==> config.mk <==
export PLATFORM = sky130hd
export DESIGN_NAME = tdc_calib_seq
export DESIGN_NICKNAME = d
export VERILOG_FILES = /design/src/rtl/tdc_calib_seq.sv
export SDC_FILE = /design/constraint.sdc
export NUM_CORES = 1
export LEC_CHECK = 0
export BUFFER_PORTS_ARGS = -buffer_cell sky130_fd_sc_hd__buf_2
export CELL_PAD_IN_SITES_DETAIL_PLACEMENT = 1
export CELL_PAD_IN_SITES_GLOBAL_PLACEMENT = 2
export CORE_MARGIN = 5
export CORE_UTILIZATION = 37
export CTS_CLUSTER_SIZE = 24
export DETAILED_ROUTE_END_ITERATION = 12
export PLACE_DENSITY = 0.91
export REMOVE_ABC_BUFFERS = 1
export SLEW_MARGIN = 10
export SYNTH_ARGS = -nofsm -noshare
export SYNTH_HDL_FRONTEND = slang
export SYNTH_SLANG_ARGS = --single-unit
==> constraint.sdc <==
create_clock -name clk_i -period 5.3 [get_ports clk_i]
set_input_delay 0.265 -clock clk_i [delete_from_list [all_inputs] [get_ports clk_i]]
set_output_delay 0.265 -clock clk_i [all_outputs]
set_load 0.01 [all_outputs]
==> src/rtl/tdc_calib_seq.sv <==
// tdc_calib_seq
//   Calibration sequencer for the two-channel time tagger. Each run gates the
//   calibration ring oscillator on, lets it settle, steers both TDC channels
//   onto the calibration clock and counts hits per channel. A run ends when
//   both channels reach the hit target, the timeout expires or abort_i is
//   raised. The channels then go back to their signal inputs, and the
//   oscillator keeps running for a short guard period. Runs start on start_i
//   or periodically from IDLE.
//
// Ports
//   clk_i, reset_n_i        system clock, async active-low reset
//   start_i, abort_i        run request (pulse) / early termination (level)
//   auto_en_i, period_i     periodic recalibration enable and interval
//   hits_target_i           hits required per channel (latched per run)
//   timeout_i               CALIB cycle limit, 0 = none (latched per run)
//   hit_i[1:0]              per-channel hit strobes
//   osc_en_o, calib_sel_o   ring-oscillator enable, per-channel input mux
//   busy_o, done_o          not-IDLE flag, end-of-run pulse
//   timeout_o               sticky: last run ended by timeout or abort
//   hit_cnt0_o, hit_cnt1_o  per-channel hit counts
//   state_o                 IDLE=0 SETTLE=1 CALIB=2 GUARD=3 DONE=4

// Per-channel saturating hit counter. full_nxt_o looks one edge ahead, so the
// sequencer can drop the channel's calib_sel bit on the edge that fills it.
module tdc_calib_chan #(
    parameter int g_HITS_W = 16
) (
    input  logic                clk_i,
    input  logic                reset_n_i,
    input  logic                clr_i,
    input  logic                en_i,
    input  logic                hit_i,
    input  logic [g_HITS_W-1:0] target_i,
    output logic [g_HITS_W-1:0] cnt_o,
    output logic                full_nxt_o
);
    logic [g_HITS_W-1:0] cnt_nxt;

    always_comb begin
        cnt_nxt = cnt_o;
        if (clr_i)
            cnt_nxt = '0;
        else if (en_i && hit_i && (cnt_o < target_i))
            cnt_nxt = cnt_o + g_HITS_W'(1);
    end

    assign full_nxt_o = (cnt_nxt >= target_i);

    always_ff @(posedge clk_i or negedge reset_n_i) begin
        if (!reset_n_i) cnt_o <= '0;
        else            cnt_o <= cnt_nxt;
    end
endmodule

module tdc_calib_seq #(
    parameter int g_SETTLE_CYCLES = 1024,
    parameter int g_GUARD_CYCLES  = 16,
    parameter int g_HITS_W        = 16,
    parameter int g_TIMEOUT_W     = 24,
    parameter int g_PERIOD_W      = 32
) (
    input  logic                   clk_i,
    input  logic                   reset_n_i,
    input  logic                   start_i,
    input  logic                   abort_i,
    input  logic                   auto_en_i,
    input  logic [g_PERIOD_W-1:0]  period_i,
    input  logic [g_HITS_W-1:0]    hits_target_i,
    input  logic [g_TIMEOUT_W-1:0] timeout_i,
    input  logic [1:0]             hit_i,
    output logic                   osc_en_o,
    output logic [1:0]             calib_sel_o,
    output logic                   busy_o,
    output logic                   done_o,
    output logic                   timeout_o,
    output logic [g_HITS_W-1:0]    hit_cnt0_o,
    output logic [g_HITS_W-1:0]    hit_cnt1_o,
    output logic [2:0]             state_o
);
    localparam int NUM_CH  = 2;
    localparam int DLY_MAX = (g_SETTLE_CYCLES > g_GUARD_CYCLES) ? g_SETTLE_CYCLES : g_GUARD_CYCLES;
    localparam int DLY_W   = $clog2(DLY_MAX + 1);
    localparam logic [DLY_W-1:0] SETTLE_LAST = DLY_W'(g_SETTLE_CYCLES - 1);
    localparam logic [DLY_W-1:0] GUARD_LAST  = DLY_W'(g_GUARD_CYCLES - 1);

    typedef enum logic [2:0] {
        ST_IDLE   = 3'd0,
        ST_SETTLE = 3'd1,
        ST_CALIB  = 3'd2,
        ST_GUARD  = 3'd3,
        ST_DONE   = 3'd4
    } state_t;

    state_t st_q, st_nxt;

    logic [DLY_W-1:0]                  dly_q;
    logic [g_TIMEOUT_W-1:0]            tmo_q, tmo_lat_q;
    logic [g_PERIOD_W-1:0]             per_q;
    logic [g_HITS_W-1:0]               tgt_q;
    logic [NUM_CH-1:0][g_HITS_W-1:0]   cnt_q;
    logic [NUM_CH-1:0]                 full_nxt;

    logic per_run, per_trig, trig, tmo_exp, all_full, early_end;
    logic osc_en_d, busy_d, done_d, tmo_flag_d;
    logic [1:0] calib_sel_d;

    // Period counter only advances in IDLE; trigger compares with >= so a
    // period lowered below the running count still fires instead of wrapping.
    assign per_run  = auto_en_i && (period_i != '0);
    assign per_trig = per_run && (per_q >= period_i - g_PERIOD_W'(1));
    // start_i paired with abort_i is dropped; periodic triggers are not.
    assign trig     = (st_q == ST_IDLE) && ((start_i && !abort_i) || per_trig);
    assign tmo_exp  = (tmo_lat_q != '0) && (tmo_q == tmo_lat_q - g_TIMEOUT_W'(1));
    assign all_full = &full_nxt;
    // Completion on the same edge outranks timeout/abort.
    assign early_end = ((st_q == ST_SETTLE) && abort_i) ||
                       ((st_q == ST_CALIB) && !all_full && (abort_i || tmo_exp));

    for (genvar k = 0; k < NUM_CH; k++) begin : g_ch
        tdc_calib_chan #(.g_HITS_W(g_HITS_W)) u_chan (
            .clk_i      (clk_i),
            .reset_n_i  (reset_n_i),
            .clr_i      (trig),
            .en_i       (st_q == ST_CALIB),
            .hit_i      (hit_i[k]),
            .target_i   (tgt_q),
            .cnt_o      (cnt_q[k]),
            .full_nxt_o (full_nxt[k])
        );
    end

    // State register
    always_ff @(posedge clk_i or negedge reset_n_i) begin
        if (!reset_n_i) st_q <= ST_IDLE;
        else            st_q <= st_nxt;
    end

    // Next-state logic
    always_comb begin
        st_nxt = st_q;
        case (st_q)
            ST_IDLE:   if (trig) st_nxt = ST_SETTLE;
            ST_SETTLE: if (abort_i) st_nxt = ST_GUARD;
                       else if (dly_q == SETTLE_LAST) st_nxt = ST_CALIB;
            ST_CALIB:  if (all_full || early_end) st_nxt = ST_GUARD;
            ST_GUARD:  if (dly_q == GUARD_LAST) st_nxt = ST_DONE;
            ST_DONE:   st_nxt = ST_IDLE;
            default:   st_nxt = ST_IDLE;
        endcase
    end

    // Output logic, computed from the next state and registered below so
    // every output changes on the same edge as the state.
    always_comb begin
        osc_en_d    = (st_nxt == ST_SETTLE) || (st_nxt == ST_CALIB) || (st_nxt == ST_GUARD);
        busy_d      = (st_nxt != ST_IDLE);
        done_d      = (st_nxt == ST_DONE);
        calib_sel_d = (st_nxt == ST_CALIB) ? ~full_nxt : 2'b00;
        tmo_flag_d  = timeout_o;
        if (trig)           tmo_flag_d = 1'b0;
        else if (early_end) tmo_flag_d = 1'b1;
    end

    always_ff @(posedge clk_i or negedge reset_n_i) begin
        if (!reset_n_i) begin
            osc_en_o    <= 1'b0;
            calib_sel_o <= 2'b00;
            busy_o      <= 1'b0;
            done_o      <= 1'b0;
            timeout_o   <= 1'b0;
        end else begin
            osc_en_o    <= osc_en_d;
            calib_sel_o <= calib_sel_d;
            busy_o      <= busy_d;
            done_o      <= done_d;
            timeout_o   <= tmo_flag_d;
        end
    end

    // Phase/period/timeout counters and per-run latches
    always_ff @(posedge clk_i or negedge reset_n_i) begin
        if (!reset_n_i) begin
            dly_q     <= '0;
            tmo_q     <= '0;
            per_q     <= '0;
            tgt_q     <= '0;
            tmo_lat_q <= '0;
        end else begin
            if (st_nxt != st_q)
                dly_q <= '0;
            else if ((st_q == ST_SETTLE) || (st_q == ST_GUARD))
                dly_q <= dly_q + DLY_W'(1);

            if (trig)
                tmo_q <= '0;
            else if (st_q == ST_CALIB)
                tmo_q <= tmo_q + g_TIMEOUT_W'(1);

            if ((st_q == ST_IDLE) && per_run && !trig)
                per_q <= per_q + g_PERIOD_W'(1);
            else
                per_q <= '0;

            if (trig) begin
                tgt_q     <= hits_target_i;
                tmo_lat_q <= timeout_i;
            end
        end
    end

    assign hit_cnt0_o = cnt_q[0];
    assign hit_cnt1_o = cnt_q[1];
    assign state_o    = st_q;
endmodule

==> impl_results.md, run 1 <==
* Core outline area at 0.0269 mm²
* Worst-Margin Slew at 0.877 ns
* Fin crit period at 5.64 ns
* Via count at 9049
* Overall track demand over capacity in global routing at 0.201
* Vias in the first global route at 9901
* Max H-tree Level at 4
* Netlist cell types at 64
* Finished Core Util at 0.489
* Maximum Capacitance Violations at 0
* Final Hold Fails at 0
* CTS Sinks at 148
* Initial antenna violation count at 0
* P_leak at 6.07 nW
* Chip Height at 175 µm
* ANT nets after route at 0
* GPL Wtd Cong at 0.855
* Reg2reg path depth at 21
* Vias/cell at 5.38
* Worst Hold Class: input pin to flip-flop
* Seq/Total Area, Yosys at 0.368
* Post-route DRC violation count at 0
* HP Start: hits_target_i[3]
* Setup Viol. Count Final at 16
* Final wirelength at 31200 µm
* Mapped Area at 0.0101 mm²
* Setup crit end kind: flip-flop
* Worst skew pair latency at 0.43 ns
* DR WL met2 at 16200 µm
* Post-synth top flop: dfrtp_1
* Wirelength per Cell at 18.5 µm
* Worst clock skew at 0.0143 ns
* Critical Path Max Stage Delay at 0.56 ns
* Worst EP arrival at 5.99 ns
* IO buf count at 119
* 1st-iter DRT viols at 492
* Critical Path RT at 5.66 ns
* Largest net degree at the start of global routing at 92
* Failing checks: setup timing
* WS Path Type: input pin to flip-flop
* Area post-placement at 0.0117 mm²
* TritonCTS Buffers at 17
* Largest fanout on the critical path at 7
* Critical Path Slowest Stage Cell: or4_4
* Dpl ws at -1.26 ns
* EDFF count, synth at 0
* Worst vdd ir at 0.235 mV
* Top cells by area, synth: dfrtp_1 37%, ha_1 13%, xnor2_1 7.5%
* Root Buffer: clkbuf_16
* Critical R2R Capture: dly_q[3]
* Clk buf depth at 2
* Antenna fix cells at 0
* Hold path cells at 3
* Die width at 175 µm
* Fin crit share at 1.06
* Outcome: finished with violations
* Critical path launch point type: input pin
* Cell area after layout at 0.0132 mm²
* Min-Delay Endpoint: tgt_q[3]
* Met3 WL at 802 µm
* Synthesized area per cell at 9.20 µm²
* I/O pin cnt at 120
* Register bit count reported by yosys at 148
* RSZ-0062 raised after global routing: true
* Worst reg2reg setup slack at 0.07 ns
* RR Startpoint: g_ch[0].u_chan.cnt_o[14]
* Total die area at 0.0306 mm²
* Synth warnings at 0
* NumNets Final at 1507
* TritonCTS clock tree: yes
* Worst hold slack at 0.0440 ns
* First-pass GRT wire length at 50700 µm
* Initial Utilization at 0.375
* TritonRoute pass-1 iters at 4
* Final Max Slew Viols at 0
* Ratio of cells with drive above 1 in the final layout at 0.291
* DR top layer: met4
* Relative slew slack at 0.416
* Congestion Overflow GR at 0
* DP HPWL at 22300 µm
* Yosys top cell by area: dfrtp_1
* Yosys top cell area share at 0.368
* Top post-synthesis cells by count: 148 x dfrtp_1, 132 x nor2_1, 101 x ha_1
* Fmax at 177 MHz
* Filler Cell Count at 3080
* Area growth, synth to finish at 30.6%
* P per Cell Area at 367 mW/mm²
* Top-count cell post-synth: dfrtp_1
* FP Rows at 60
* WL met1 at 13600 µm
* Fin worst setup slack at -0.336 ns
* Async S/R FF share, synth at 1.00
* Post-Synthesis Cells at 1095
* Clk pin slew, worst setup/hold paths at 0.07 ns
[worst max-delay path: cells and delay by family]
kind | cells | cell delay [ns]
simple gates | 14 | 3.07
buf+inv | 6 | 0.89
fa+ha+maj | 2 | 0.62
compound gates | 8 | 1.04
xor+xnor | 1 | 0.09
[worst max path at each step]
stage	from	to	slack, ns	cells past startpoint
after floorplan	period_i[3]	dly_q[5]	-2.42	26
final	period_i[7]	dly_q[3]	-0.34	31
after CTS	period_i[4]	dly_q[3]	-0.36	30
after global placement	period_i[3]	dly_q[2]	-1.01	30
after detailed placement	period_i[3]	dly_q[9]	-1.26	30
after global routing	period_i[2]	dly_q[3]	-0.52	31
[cells by family (layout without fill, tap and decap cells)]
family / count (synthesis) / after routing / share of synthesized area
buffers and inverters: 65 / 310 / 0.0265
muxes: 26 / 26 / 0.0287
xor gates and xnor gates: 141 / 141 / 0.123
and+or+nand+nor: 444 / 444 / 0.227
DFF: 148 / 148 / 0.368
adders and majority gates: 101 / 101 / 0.125
AOI/OAI and AO/OA: 170 / 170 / 0.102
[sequential cells by signal, summed over array words and instances, names as in the netlist]
register           count
tmo_q                 24
tgt_q                 16
osc_en_o               1
state_o                3
calib_sel_o            2
per_q                 32
g_ch.u_chan.cnt_o     32
busy_o                 1
done_o                 1
dly_q                 11
timeout_o              1
tmo_lat_q             24
[placed cells by master, fill, tap and decap left out, types with 50 or more instances in the layout]
cell type  count
buf_2        116
xor2_1        55
xnor2_1       85
dfrtp_1      148
nand2_1       81
buf_4        115
nor2_1       116
ha_1          90
a21oi_1       55
nand3_1       50
[power by group]
group,total [mW],switching (mW),internal (mW)
combinational,1.88,1.01,0.873
sequential,1.67,0.307,1.36
clock,1.27,0.555,0.718
[layer usage]
layer / up-vias / GRT usage
met3: 36 / 0.0329
met2: 139 / 0.365
met5: - / 0
met1: 4524 / 0.247
li1: 4350 / -
met4: 0 / 0.0550
[metrics by stage]
stage	total power, mW	TNS [ns]	instances
6_report	4.82	-3.82	1681
5_1_grt	5.14	-7.17	1681
4_1_cts	4.70	-4.48	1670
3_5_place_dp	3.29	-18.48	1625
3_3_place_gp	3.20	-15.18	1625
2_1_floorplan	2.63	-64.44	1063
[final cells by class]
cell class	count	area (µm²)	area share
multi-input cells	882	6640	0.505
flip-flops and latches	148	3700	0.282
repair buffers	245	1660	0.126
well taps	341	427	0.0324
clock buffers	17	425	0.0323
clock inverters	15	183	0.0139
inverters	33	124	0.00942
[timing repair]
item | in CTS | in global routing
hold buffers | 1 | 0
buffers inserted | 9 | 11
endpoints found under the setup margin | 17 | 17
hold endpoints to repair | 90 | 0
gates resized for setup | 72 | 48
cloned | 3 | 1
pin swaps | 41 | 45
No activity file was read; power rests on OpenSTA's default activity.
==> run 2: changes to the inputs <==
Settings changed: CTS_CLUSTER_DIAMETER from default to 100, REMOVE_ABC_BUFFERS 1 to default.
==> run 2 against run 1 <==
  * The flow still finishes with violations (setup timing)
  * Register-to-register slack worse by 0.25 ns
  * Sequential power hardly changed
  * Non-clock buffer count is 14 lower
  * Sequential share of layout area is 0.51 points higher
  * First-iteration DRC count is 30% lower
  * Setup slack better by 0.059 ns
==> impl_results.md, run 2 (synthesis gave the netlist of run 1 again) <==
* ANT nets after route at 0 (unchanged)
* Commonest non-fill, non-tap cell in the layout: dfrtp_1
* Logic pwr share at 0.380 (-0.010)
* Initial Utilization at 0.375 (unchanged)
* Die width at 175 µm (unchanged)
* Worst EP arrival at 5.93 ns (-0.06 ns)
* Sw Ratio at 0.380 (-0.00748)
* CTS Sinks at 148 (unchanged)
* DP HPWL at 21800 µm (-2.1%)
* Root Buffer: clkbuf_16
* Max H-tree Level at 4 (unchanged)
* Outcome: finished with violations
* 1st-iter DRT viols at 346 (-30%)
* I/O pin cnt at 120 (unchanged)
* Area of the multi-input gates at 0.00654 mm² (-1.5%)
* Post-route DRC violation count at 0 (unchanged)
* Fmax at 179 MHz (+1.1%)
* Met3 GRT Util at 0.0281 (-0.00476)
* P per Cell Area at 357 mW/mm² (-2.7%)
* TritonRoute pass-1 iters at 4 (unchanged)
* Worst Hold Class: input pin to flip-flop
* FF+latch area at 0.00370 mm² (unchanged)
* Met1 usage at 0.234 (-0.0123)
* Wirelength per Cell at 17.7 µm (-4.7%)
* Fin crit share at 1.05 (-0.0112)
* Largest net degree at the start of global routing at 94 (+2.2%)
* FP Rows at 60 (unchanged)
* RSZ-0062 raised after global routing: true
* Most frequent cells in the layout: 148 x dfrtp_1, 116 x buf_2, 112 x nor2_1
* GR Layer Usage met2 at 0.355 (-0.0101)
* NumNets Final at 1493 (-0.93%)
* Clk pin slew, worst setup/hold paths at 0.07 ns (about the same)
* Clock Power Share at 0.259 (-0.005)
* IO buf count at 119 (unchanged)
* Final wirelength at 29500 µm (-5.5%)
* Most Crowded Layer GR: met2
* Ratio of cells with drive above 1 in the final layout at 0.277 (-0.0143)
* Final Hold Fails at 0 (unchanged)
* Overall track demand over capacity in global routing at 0.193 (-0.00848)
* Reg2reg path depth at 22 (+4.8%)
* Vias/cell at 5.39 (+0.12%)
* GPL Wtd Cong at 0.833 (-2.5%)
* TritonCTS Buffers at 17 (unchanged)
* Largest fanout on the critical path at 9 (+2)
* Setup Viol. Count Final at 16 (unchanged)
* TritonCTS clock tree: yes
* Dpl ws at -0.861 ns (+0.403 ns)
* Worst hold slack at 0.0437 ns (-0.000296 ns)
* WS Path Type: input pin to flip-flop
* Fin crit period at 5.58 ns (-0.0592 ns)
* Antenna fix cells at 0 (unchanged)
* Area growth, synth to finish at 28.3%
* Relative slew slack at 0.415 (about the same)
* Final Max Slew Viols at 0 (unchanged)
* Critical Path Max Stage Delay at 0.57 ns (about the same)
* Chip Height at 175 µm (unchanged)
* Worst vdd ir at 0.229 mV (-2.3%)
* First-pass GRT wire length at 48700 µm (-3.9%)
* P_leak at 5.95 nW (-2.0%)
* Hold path cells at 3 (unchanged)
* Core outline area at 0.0269 mm² (unchanged)
* Fin worst setup slack at -0.277 ns (+0.0592 ns)
* Filler Cell Count at 3139 (+1.9%)
* Finished Core Util at 0.481 (-0.00871)
* Switching power at 1.75 mW (-6.3%)
* Biggest regs: g_ch.u_chan.cnt_o x32, per_q x32
* Congestion Overflow GR at 0 (unchanged)
* Critical path launch point type: input pin
* Setup crit end kind: flip-flop
* Worst clock skew at 0.0186 ns (+0.00435 ns)
* Internal at 2.86 mW (-3.3%)
* Critical Path Slowest Stage Cell: or4_4
* Maximum Capacitance Violations at 0 (unchanged)
* Seq pwr share at 0.361 (+0.015)
* Worst-Margin Slew at 0.877 ns (+0.000474 ns)
* Worst skew pair latency at 0.43 ns (about the same)
* Via count at 8984 (-0.72%)
* Vias in the first global route at 9644 (-2.6%)
* Total die area at 0.0306 mm² (unchanged)
* Clk buf depth at 2 (unchanged)
* Failing checks: setup timing
* Initial antenna violation count at 0 (unchanged)
* Critical Path RT at 5.65 ns (about the same)
* Synthesized net count at 1275
run 2: cell count changes in the layout (fill, tap and decap cells not counted), moves of 4 or more:
| cell | previous run | this run |
|---|---|---|
| ha_4 | 10 | 4 |
| ha_1 | 90 | 97 |
| nor2_2 | 5 | 12 |
| buf_4 | 115 | 100 |
| buf_12 | 1 | 5 |
| nor2_1 | 116 | 112 |
run 2: worst paths after layout:
kind	start	to	slack (ns)
min reg2reg	dly_q[1]	dly_q[1]	0.52
max reg2reg	tgt_q[10]	dly_q[9]	-0.18
max in group asynchronous	reset_n_i	tmo_q[10]	3.50
min	hits_target_i[3]	tgt_q[3]	0.04
min in group asynchronous	reset_n_i	tmo_lat_q[22]	0.51
max	period_i[4]	dly_q[9]	-0.28
run 2: critical path, delay by kind of cell:
kind | cells | cell delay [ns]
compound gates | 9 | 1.41
xor+xnor | 1 | 0.16
fa+ha+maj | 2 | 0.45
buf+inv | 4 | 0.55
simple gates | 14 | 3.10
run 2: cell type report:
| type | count | area share |
|---|---|---|
| Multi-Input combinational cell | 882 | 0.506 |
| Inverter | 33 | 0.00959 |
| Timing Repair Buffer | 231 | 0.120 |
| Clock buffer | 18 | 0.0332 |
| Tap cell | 341 | 0.0330 |
| Sequential cell | 148 | 0.287 |
| Clock inverter | 14 | 0.0110 |
run 2: what timing repair did:
item                                    4_1_cts  5_1_grt
gates resized for setup                      47       31
pin swaps                                    22       31
gates cloned                                  0        1
hold endpoints to repair                     92        0
buffers inserted                             11       10
hold buffers                                  1        0
endpoints found under the setup margin       16       17
run 2: power groups by stage:
stage | clock network [mW] | logic (mW) | registers (mW)
detailed placement | 0 | 1.64 | 1.68
global route | 1.28 | 1.97 | 1.70
global placement | 0 | 1.57 | 1.66
floorplan | 0 | 1.11 | 1.59
CTS | 1.22 | 1.74 | 1.66
finish | 1.19 | 1.75 | 1.67
run 2: layer usage:
layer / share of wire / vias to the layer above
met3: 0.026 / 30
met2: 0.52 / 152
met4: 0.018 / 0
li1: - / 4339
met1: 0.43 / 4463
met5: 0 / -
run 2: per-stage QoR:
stage                     total power, mW  cells  setup TNS, ns  instance area [µm²]
after floorplan                      2.70   1095          -7.72                10200
after global placement               3.23   1614         -10.59                11800
after detailed placement             3.32   1614         -12.65                11800
after CTS                            4.62   1657          -1.72                12700
after global routing                 4.95   1667          -7.03                12900
final                                4.61   1667          -3.16                12900
